===== config.mk =====
export PLATFORM = sky130hd
export DESIGN_NAME = ysyx_25060170_ifu
export DESIGN_NICKNAME = d
export VERILOG_FILES = /design/src/rtl/ysyx_25060170_ifu.sv
export SDC_FILE = /design/constraint.sdc
export NUM_CORES = 1
export LEC_CHECK = 0
export ABC_AREA = 0
export BUFFER_PORTS_ARGS = -buffer_cell sky130_fd_sc_hd__buf_2
export CORE_UTILIZATION = 48
export CTS_BUF_LIST = sky130_fd_sc_hd__clkbuf_4 sky130_fd_sc_hd__clkbuf_8 sky130_fd_sc_hd__clkbuf_16
export DETAILED_ROUTE_END_ITERATION = 10
export GPL_ROUTABILITY_DRIVEN = 0
export PLACE_DENSITY = 0.81
export SYNTH_ARGS = -nofsm -noshare
export SYNTH_HDL_FRONTEND = slang
export SYNTH_SLANG_ARGS = --single-unit

===== constraint.sdc =====
create_clock -name clk -period 5.9 [get_ports clk]
set_input_delay 1.18 -clock clk [delete_from_list [all_inputs] [get_ports clk]]
set_output_delay 1.18 -clock clk [all_outputs]
set_load 0.02 [all_outputs]

===== src/rtl/ysyx_25060170_ifu.sv =====
// rtl/ysyx_25060170_ifu.sv - multi-cycle instruction fetch unit with held instruction and commit-driven PC
module ysyx_25060170_ifu #(
    parameter logic [31:0] RESET_PC = 32'h8000_0000
) (
    input  logic        clk,
    input  logic        rst,
    output logic [31:0] araddr_o,
    output logic        arvalid_o,
    input  logic        arready_i,
    input  logic [31:0] rdata_i,
    input  logic [1:0]  rresp_i,
    input  logic        rvalid_i,
    output logic        rready_o,
    output logic [31:0] pc_o,
    output logic [31:0] inst_o,
    output logic        inst_valid_o,
    input  logic        inst_ready_i,
    input  logic        commit_valid_i,
    input  logic [31:0] commit_npc_i,
    output logic        fetch_err_o,
    output logic [31:0] err_pc_o,
    output logic [31:0] inst_cnt_o
);

    typedef enum logic [2:0] {
        S_IDLE  = 3'd0,
        S_AR    = 3'd1,
        S_R     = 3'd2,
        S_VALID = 3'd3,
        S_EXEC  = 3'd4,
        S_ERR   = 3'd5
    } state_t;

    state_t      state;
    state_t      state_next;
    logic [31:0] pc;

    logic ar_fire;
    logic r_fire;
    logic r_ok;
    logic r_fault;
    logic dec_fire;
    logic commit_fire;
    logic npc_misaligned;

    // Handshake qualifiers; each is only meaningful in the state that owns it.
    always_comb begin
        ar_fire        = arvalid_o & arready_i;
        r_fire         = rvalid_i & rready_o;
        r_ok           = r_fire & (rresp_i == 2'b00);
        r_fault        = r_fire & (rresp_i != 2'b00);
        dec_fire       = inst_valid_o & inst_ready_i;
        commit_fire    = (state == S_EXEC) & commit_valid_i;
        npc_misaligned = commit_npc_i[1:0] != 2'b00;
    end

    // State register.
    always_ff @(posedge clk or posedge rst) begin
        if (rst) begin
            state <= S_IDLE;
        end else begin
            state <= state_next;
        end
    end

    // Next-state logic; inputs not owned by the current state are ignored.
    always_comb begin
        state_next = state;
        case (state)
            S_IDLE:  state_next = S_AR;
            S_AR:    if (ar_fire) state_next = S_R;
            S_R: begin
                if (r_ok)         state_next = S_VALID;
                else if (r_fault) state_next = S_ERR;
            end
            S_VALID: if (dec_fire) state_next = S_EXEC;
            S_EXEC: begin
                if (commit_fire) state_next = npc_misaligned ? S_ERR : S_AR;
            end
            S_ERR:   state_next = S_ERR;
            default: state_next = S_IDLE;
        endcase
    end

    // Outputs decoded straight from the state register, so they never glitch on inputs.
    always_comb begin
        arvalid_o    = (state == S_AR);
        rready_o     = (state == S_R);
        inst_valid_o = (state == S_VALID);
        fetch_err_o  = (state == S_ERR);
        araddr_o     = pc;
        pc_o         = pc;
    end

    // PC only moves on an accepted commit, so the address is stable through AR.
    always_ff @(posedge clk or posedge rst) begin
        if (rst) begin
            pc <= RESET_PC;
        end else if (commit_fire && !npc_misaligned) begin
            pc <= commit_npc_i;
        end
    end

    // Instruction word captured on a good data beat and held through VALID and EXEC.
    always_ff @(posedge clk or posedge rst) begin
        if (rst) begin
            inst_o <= 32'h0;
        end else if (state == S_R && r_ok) begin
            inst_o <= rdata_i;
        end
    end

    // Fault address: the fetch PC for a bus fault, the offending npc for a misaligned redirect.
    always_ff @(posedge clk or posedge rst) begin
        if (rst) begin
            err_pc_o <= 32'h0;
        end else if (state == S_R && r_fault) begin
            err_pc_o <= pc;
        end else if (commit_fire && npc_misaligned) begin
            err_pc_o <= commit_npc_i;
        end
    end

    // Decode-accepted instruction counter, wraps naturally.
    always_ff @(posedge clk or posedge rst) begin
        if (rst) begin
            inst_cnt_o <= 32'h0;
        end else if (dec_fire) begin
            inst_cnt_o <= inst_cnt_o + 32'd1;
        end
    end

endmodule


Yosys cells after proc, flatten, opt, wreduce, memory -nomap -nowiden
Cells that the tools add are included.
- bits in registers: 131
- bits in latches: 0
- memory bits (writable): 0
- bits in read-only memories: 0
- word-level logic and storage cells: 41
- memories: 0
- $add $sub $neg: 1
- $mul: 0
- divide/modulo/power cells: 0
- magnitude comparators: 0
- eq/ne operators: 9
- shift-type cells: 0
- mux-type cells: 9
- bitwise operators: 6
- reductions and logical operators: 11
- operators with widths (operator ; count):
    32-bit two-way mux ; 2
    32-bit by 1-bit adder with 32-bit output, second input constant ; 1
    3-bit two-way mux ; 6
    3-bit one-hot mux with 6 select lines ; 1
    1-bit bitwise AND ; 6
    3-bit by 2-bit equality test with 1-bit output, second input constant ; 2
    3-bit equality test, second input constant ; 2
    2-bit nonzero test ; 3
    1-bit logical AND ; 4
    2-bit by 1-bit != test with 1-bit output, second input constant ; 2
    4-bit AND reduction ; 1
    3-bit by 1-bit equality test with 1-bit output, second input constant ; 1
    3-bit zero test ; 1
    3-bit by 1-bit != test with 1-bit output, second input constant ; 1
    2-bit zero test ; 1
    2-bit != test, second input constant ; 1
    1-bit zero test ; 1

Depth between registers and ports, before layout
Gate-level depths: netlist of run 1.
- depth after elaboration: 6
- depth in mapped cells: 7

Least setup slack after synthesis of run 1
Ideal clock, no wire load.
- path type: input -> register
- from: in inst_ready_i
- to: reg inst_cnt_o[28]
- arrival: 2.244 ns
- path slack: 3.526 ns
- stages: 6
- cells stage by stage: nand4b_4 nor4_4 and4_1 buf_4 nand4_1 xnor2_1
- cells in the longest elaborated chain, start to end: 1
- ends and longest elaborated chain (item ; RTL line ; text):
    start: declaration ; 17 ; input logic inst_ready_i,
    1-bit bitwise AND ; 52 ; dec_fire = inst_valid_o & inst_ready_i;
    end signal: assignment ; 129 ; inst_cnt_o <= inst_cnt_o + 32'd1;
    end: declaration ; 22 ; output logic [31:0] inst_cnt_o
Every way passes these cells.
A chain may end at the register's enable or synchronous reset.

Final worst setup path of run 1
- from: in rresp_i[1]
- to: reg err_pc_o[6]
- cells in the longest elaborated chain, start to end: 4
- elaborated cells between the ends (all ways): 5
- classes of those cells: mux: 1; bitwise: 1; reduce/logical: 3
- ends and longest elaborated chain (item ; RTL line ; text):
    start: declaration ; 11 ; input logic [1:0] rresp_i,
    2-bit nonzero test * ; 51 ; r_fault = r_fire & (rresp_i != 2'b00);
    1-bit bitwise AND * ; 51 ;
    1-bit logical AND * ; 117 ; end else if (state == S_R && r_fault) begin
    32-bit two-way mux or 2-bit nonzero test (tied branches) ; n/a ;
    end signal: assignment ; 118 ; err_pc_o <= pc;
    end signal: assignment ; 120 ; err_pc_o <= commit_npc_i;
    end: declaration ; 21 ; output logic [31:0] err_pc_o,
Mark *: on every way between the ends. The rest lies on a longest branch, timed or not.

==> results of run 1 <==
[sequential cells by signal (all words and copies together), names as in the netlist]
register / flops
araddr_o: 32
err_pc_o: 32
inst_cnt_o: 32
inst_o: 32
state: 3
[area by class of cell]
class                      count  area (sq um)
inverter                       4          17.5
sequential                   131          3280
fill                         874          4120
tap                          143           179
clock buffer                  27           526
timing repair buffer         240          1210
clock inverter                 4          95.1
multi-input combinational    284          1990
[cell families after synthesis]
family / Yosys count / synth area share [%]
mux: 64 / 12.8
simple gates: 147 / 12.9
compound gates: 41 / 4.45
xor+xnor: 31 / 4.83
fa+ha+maj: 1 / 0.222
flops: 131 / 58.3
buf+inv: 55 / 6.47
[path summary, 6_finish.rpt]
path	end	startpoint	slack, ns	depth (start not counted)
min in group asynchronous	inst_cnt_o[20]$_DFFE_PP0P_	rst	0.99	2
worst min register to register	inst_cnt_o[31]$_DFFE_PP0P_	inst_cnt_o[31]$_DFFE_PP0P_	0.47	1
max in group asynchronous	araddr_o[19]$_DFFE_PP0P_	rst	3.71	3
worst max-delay path	err_pc_o[6]$_DFFE_PP0P_	rresp_i[1]	3.18	7
worst max register to register	err_pc_o[6]$_DFFE_PP0P_	state[1]$_DFFE_PP0P_	3.47	6
worst min-delay path	inst_cnt_o[31]$_DFFE_PP0P_	inst_cnt_o[31]$_DFFE_PP0P_	0.47	1
[stage by stage]
stage / hold slack, ns / cell area [sq um] / worst slack [ns] / std cells / power, mW
after floorplan: 0.536 / 5630 / 1.22 / 470 / 2.20
after global placement: 0.458 / 6680 / 2.92 / 802 / 2.53
after detailed placement: 0.464 / 6680 / 2.83 / 802 / 2.58
after CTS: 0.471 / 7300 / 3.16 / 833 / 3.68
after global routing: 0.511 / 7300 / 3.06 / 833 / 3.83
final: 0.473 / 7300 / 3.18 / 833 / 3.64
[where the power goes]
group / internal, mW / switching (mW)
clock network: 0.734 / 0.354
logic: 0.439 / 0.752
registers: 1.17 / 0.198
total: 2.34 / 1.30
[worst register-to-register path, cell delays in order, from the launching register on]
cell and delay [ns]:
dfrtp_1 0.55, and4bb_2 0.32, o21ai_2 0.06, buf_4 0.32, nand2_1 0.64, nor2_1 0.34
nor2_1 0.08
[Yosys cell counts, drive strengths merged, types with 3 or more instances]
master	count	area share, %
nand3	10	0.89
o22ai	30	3.3
nand2	30	2.0
xor2	5	0.78
buf	45	5.8
inv	4	0.27
nor3	4	0.44
and4	4	0.62
nand4	8	1.0
clkbuf	6	0.40
a21oi	5	0.44
nor4	3	0.87
dfrtp	130	58
xnor2	26	4.0
and3	7	0.78
mux2	63	13
nor2	71	4.7
[per-layer routing]
layer,up-vias,track usage (%),wire [microns]
met4,0,11.7,342
met2,170,35.7,6530
met1,2062,25.6,5090
li1,2002,-,-
met5,-,0,0
met3,27,5.82,794
==> flow_summary.json, run 1 <==
{
  "outcome": "complete, no violations",
  "drt_iter0_drc": 227,
  "cts_buffers": 17,
  "cts_hold_buf": 0,
  "core_sq_um": 11400,
  "layout_common_cells": "buf_2 (235), dfrtp_1 (130), nor2_1 (71)",
  "crit_family": "simple AND/OR/NAND/NOR gates",
  "leakage_nw": 3.99,
  "finalWirelength_microns": 12800,
  "slew_headroom_pct": 33.3,
  "n_antenna_cell": 0,
  "drive_gt1_share_pct": 49.7,
  "fp.dieW_microns": 110,
  "fin_nets": 751,
  "ios": 236,
  "io_buffers": 235,
  "synth_edf_count": 0,
  "synth-seq-area-share_pct": 58.3,
  "postSynthAreaPerCell_sq_um": 12.0,
  "grt-ovfl-total": 0,
  "fin_util_pct": 63.9,
  "fin_crit_ns": 2.72,
  "grt_pass1_vias": 4062,
  "crit_buf_inv": 2,
  "slowest_stage": "nand2_1",
  "viasPerCell": 5.12,
  "synth-seq-cells": 131,
  "path_clk_slew_ns": 0.05,
  "postRouteAntennaNets": 0,
  "irDropWorstVdd_v": 0.000357,
  "synth.net_count": 543,
  "yosysUniqueCellTypes": 36,
  "start_util_pct": 49.3,
  "avgRoutedWirePerCell_microns": 15.3,
  "yosysWarningCount": 0,
  "grt_pass1_wl_microns": 19700,
  "syn_to_final_growth_pct": 29.7,
  "grt_setup_unrepaired": "no",
  "syn_inst": 470,
  "post-route-period-util_pct": 46.1,
  "row_count": 39,
  "final_common_cell": "buf_2",
  "grt_antenna_before_repair": 0,
  "grt_max_degree": 81,
  "critPathMaxFanout": 35,
  "netlist_area_sq_um": 5630,
  "clockBufferDepth": 2,
  "clock-root-buffer": "clkbuf_16",
  "critPathCaptureType": "flip-flop",
  "cp_data_required_time_ns": 6.19,
  "htreeDepth": 4,
  "cts_tree": "yes",
  "clock_skew_ns": 0.00683,
  "dieArea_sq_um": 12200,
  "synthFlopType": "dfrtp_1",
  "hold_viol_final": 0,
  "path_class": "primary input to flip-flop",
  "post_cts_resized": 0,
  "async_reset_ff_share_pct": 100,
  "critical-path-max-stage-delay_ns": 0.67,
  "post-route-drc-count": 0,
  "clk_latency_ns": 0.41,
  "place_hpwl_microns": 9230,
  "cp_cell_sequence": "buf_2 > nor2_1 > nand3b_1 > buf_4 > nand2_1 > nor2_1 > nor2_1",
  "tightestPinTransition_ns": 0.998,
  "power_density_nw_per_um2": 500,
  "hold_class": "flip-flop to flip-flop",
  "startpoint_type": "primary input",
  "firstDrtPassIters": 4,
  "post_cts_buffers": 0,
  "dr_total_vias": 4261,
  "arrival_ns": 3.01,
  "grt_usage_pct": 21.6,
  "die_y_microns": 110,
  "setup_viol": 0,
  "tns_ns": 0,
  "path_common_cell": "nor2_1",
  "cts.sinks": 131,
  "fmax_mhz": 367,
  "max_cap_viol_count": 0,
  "slew_viol_final": 0
}
Note: power is estimated with default switching activity, not from simulation.
==> run 2: changes to the inputs <==
- ABC_AREA: 0 -> 1
- CORE_UTILIZATION: 48 -> 45
- PLACE_DENSITY: 0.81 -> 0.78
- clock period: 5.9 -> 2.21 ns (I/O delays scaled with it)
==> run 2 against run 1 <==
  * Clock skew hardly changed
  * Clock-buffer cell count decreased by 5
  * Largest power group unchanged
  * Setup slack worse by 2.8 ns
  * Critical endpoint is now inst_valid_o
==> flow_summary.json, run 2 <==
{
  "yosys.area.top_type": "dfrtp_1",
  "post-route-drc-count": 0,
  "cts_hold_buf": 0,
  "drt_iter0_drc": 376,
  "fmax_mhz": 536,
  "rr_worst_depth": 8,
  "finalWirelength_microns": 15800,
  "fin_crit_ns": 1.87,
  "row_count": 42,
  "dieArea_sq_um": 14200,
  "path_class": "flip-flop to primary output",
  "critPathCaptureType": "primary output",
  "avgRoutedWirePerCell_microns": 13.7,
  "clockBufferDepth": 2,
  "outcome": "complete, no violations",
  "grt_setup_unrepaired": "no",
  "post_cts_resized": 0,
  "synth_xor_area_share_pct": 2.41,
  "n_antenna_cell": 0,
  "fin_nets": 1038,
  "ios": 236,
  "layout_common_cells": "nand2_1 (304), buf_2 (235), dfrtp_1 (130)",
  "fp.dieW_microns": 119,
  "rr_endpoint": "err_pc_o[11]$_DFFE_PP0P_",
  "multiInputGateArea_sq_um": 2320,
  "yosys.area_share.simple_pct": 29.1,
  "netlist_area_sq_um": 6180,
  "arrival_ns": 1.42,
  "synth.net_count": 833,
  "post-route-period-util_pct": 84.4,
  "cts.sinks": 131,
  "syn_to_final_growth_pct": 26.9,
  "start_util_pct": 46.5,
  "hold_ws_ns": 0.208,
  "async_reset_ff_share_pct": 100,
  "postRouteAntennaNets": 0,
  "synthTopCellsByCount": "nand2_1 (304), dfrtp_1 (130), nor2_1 (68)",
  "regArea_sq_um": 3280,
  "yosysWarningCount": 0,
  "grt_pass1_vias": 5216,
  "power_density_nw_per_um2": 1290,
  "firstDrtPassIters": 5,
  "postSynthAreaPerCell_sq_um": 8.13,
  "synth_compound_area_share_pct": 5.91,
  "yosysMostFrequentCell": "nand2_1",
  "synth_edf_count": 0,
  "critPathMaxFanout": 4,
  "synth_top_family_by_area": "simple AND/OR/NAND/NOR gates",
  "yosysTopAreaCellShare_pct": 52.6,
  "synth.area.top_cells": "dfrtp_1 (53%), nand2_1 (18%), buf_4 (4.6%), nor2_1 (4.1%), o21ai_1 (3.1%)",
  "leakage_nw": 4.43,
  "drive_gt1_share_pct": 30.1,
  "tns_ns": 0,
  "slew_viol_final": 0,
  "yosysUniqueCellTypes": 28,
  "place_hpwl_microns": 11000,
  "fillCellCount": 1202,
  "clock_skew_ns": 0.00655,
  "final_common_cell": "nand2_1",
  "grt_max_degree": 132,
  "endpoint": "inst_valid_o",
  "synth-seq-cells": 131,
  "cts_buffers": 17,
  "clk_latency_ns": 0.41,
  "grt_pass1_wl_microns": 25200,
  "die_y_microns": 119,
  "max_cap_viol_count": 0,
  "grt-ovfl-total": 0,
  "startpoint_type": "flip-flop",
  "synthFlopType": "dfrtp_1",
  "htreeDepth": 4,
  "setup_viol": 0,
  "synth-seq-area-share_pct": 53.1,
  "hold_viol_final": 0,
  "dr_total_vias": 5697,
  "slew_headroom_pct": 50.4,
  "rrSetupSlack_ns": 0.43,
  "clock-root-buffer": "clkbuf_16",
  "post_cts_buffers": 0,
  "cp_data_required_time_ns": 1.77,
  "io_buffers": 235,
  "setup.worst_path.start": "state[2]$_DFFE_PP0P_",
  "tightestPinTransition_ns": 0.744,
  "synthMuxAreaShare_pct": 0,
  "viasPerCell": 4.94,
  "reg2reg_from": "state[1]$_DFFE_PP0P_",
  "syn_inst": 760,
  "irDropWorstVdd_v": 0.000584,
  "hold_class": "primary input to asynchronous set/reset pin",
  "cts_tree": "yes",
  "synthAdderAreaFrac_pct": 0.202,
  "path_clk_slew_ns": 0.06,
  "core_sq_um": 13300,
  "grt_antenna_before_repair": 0,
  "grt_usage_pct": 22.5
}
-- run 2: area by class of cell --
| type | instances | area share, % |
|---|---|---|
| well taps | 176 | 2.81 |
| clock inverters | 9 | 1.34 |
| flip-flops and latches | 131 | 41.8 |
| inverters | 51 | 2.49 |
| clock buffers | 22 | 6.14 |
| multi-input cells | 522 | 29.6 |
| repair buffers | 242 | 15.8 |
-- run 2: worst min-delay path by stage --
| stage | depth (start not counted) | from | endpoint |
|---|---|---|---|
| after detailed placement | 2 | inst_o[14]$_DFFE_PP0P_ | inst_o[14]$_DFFE_PP0P_ |
| final | 3 | rst | araddr_o[28]$_DFFE_PP0P_ |
| after floorplan | 2 | araddr_o[31]$_DFFE_PP1P_ | araddr_o[31]$_DFFE_PP1P_ |
| after CTS | 3 | rdata_i[26] | inst_o[26]$_DFFE_PP0P_ |
| after global placement | 2 | inst_o[4]$_DFFE_PP0P_ | inst_o[4]$_DFFE_PP0P_ |
| after global routing | 3 | rdata_i[3] | inst_o[3]$_DFFE_PP0P_ |
-- run 2: cell families after synthesis --
group / Yosys count
and+or+nand+nor: 431
AOI/OAI and AO/OA: 73
xor gates and xnor gates: 17
DFF: 131
buffers and inverters: 107
adders and majority gates: 1
-- run 2: report_power, final --
group,internal [mW],switching [mW]
combinational,1.18,2.44
clock,1.76,1.00
sequential,3.16,0.604
-- run 2: stage by stage --
step	total power, mW	area, sq um	instances	setup WS [ns]	utilization, %
floorplan	6.36	6180	760	0.146	-
global placement	7.35	7260	1122	0.495	54.6
detailed placement	7.43	7260	1122	0.377	54.6
CTS	10.2	7850	1153	0.321	59.0
global route	10.7	7850	1153	0.274	59.0
finish	10.1	7850	1153	0.344	59.0
-- run 2: critical path, stage by stage, from the launching register on --
cell and delay [ns]:
dfrtp_1 0.41, inv_1 0.11, nand2_1 0.13, nor2_4 0.18, buf_2 0.20
-- run 2: metal layers --
metal / wire (microns) / global-route usage (%) / vias up
met5: 0 / 0 / -
met3: 1120 / 4.17 / 34
met2: 7590 / 35.9 / 247
met4: 432 / 11.2 / 0
met1: 6640 / 29.3 / 2673
li1: - / - / 2743
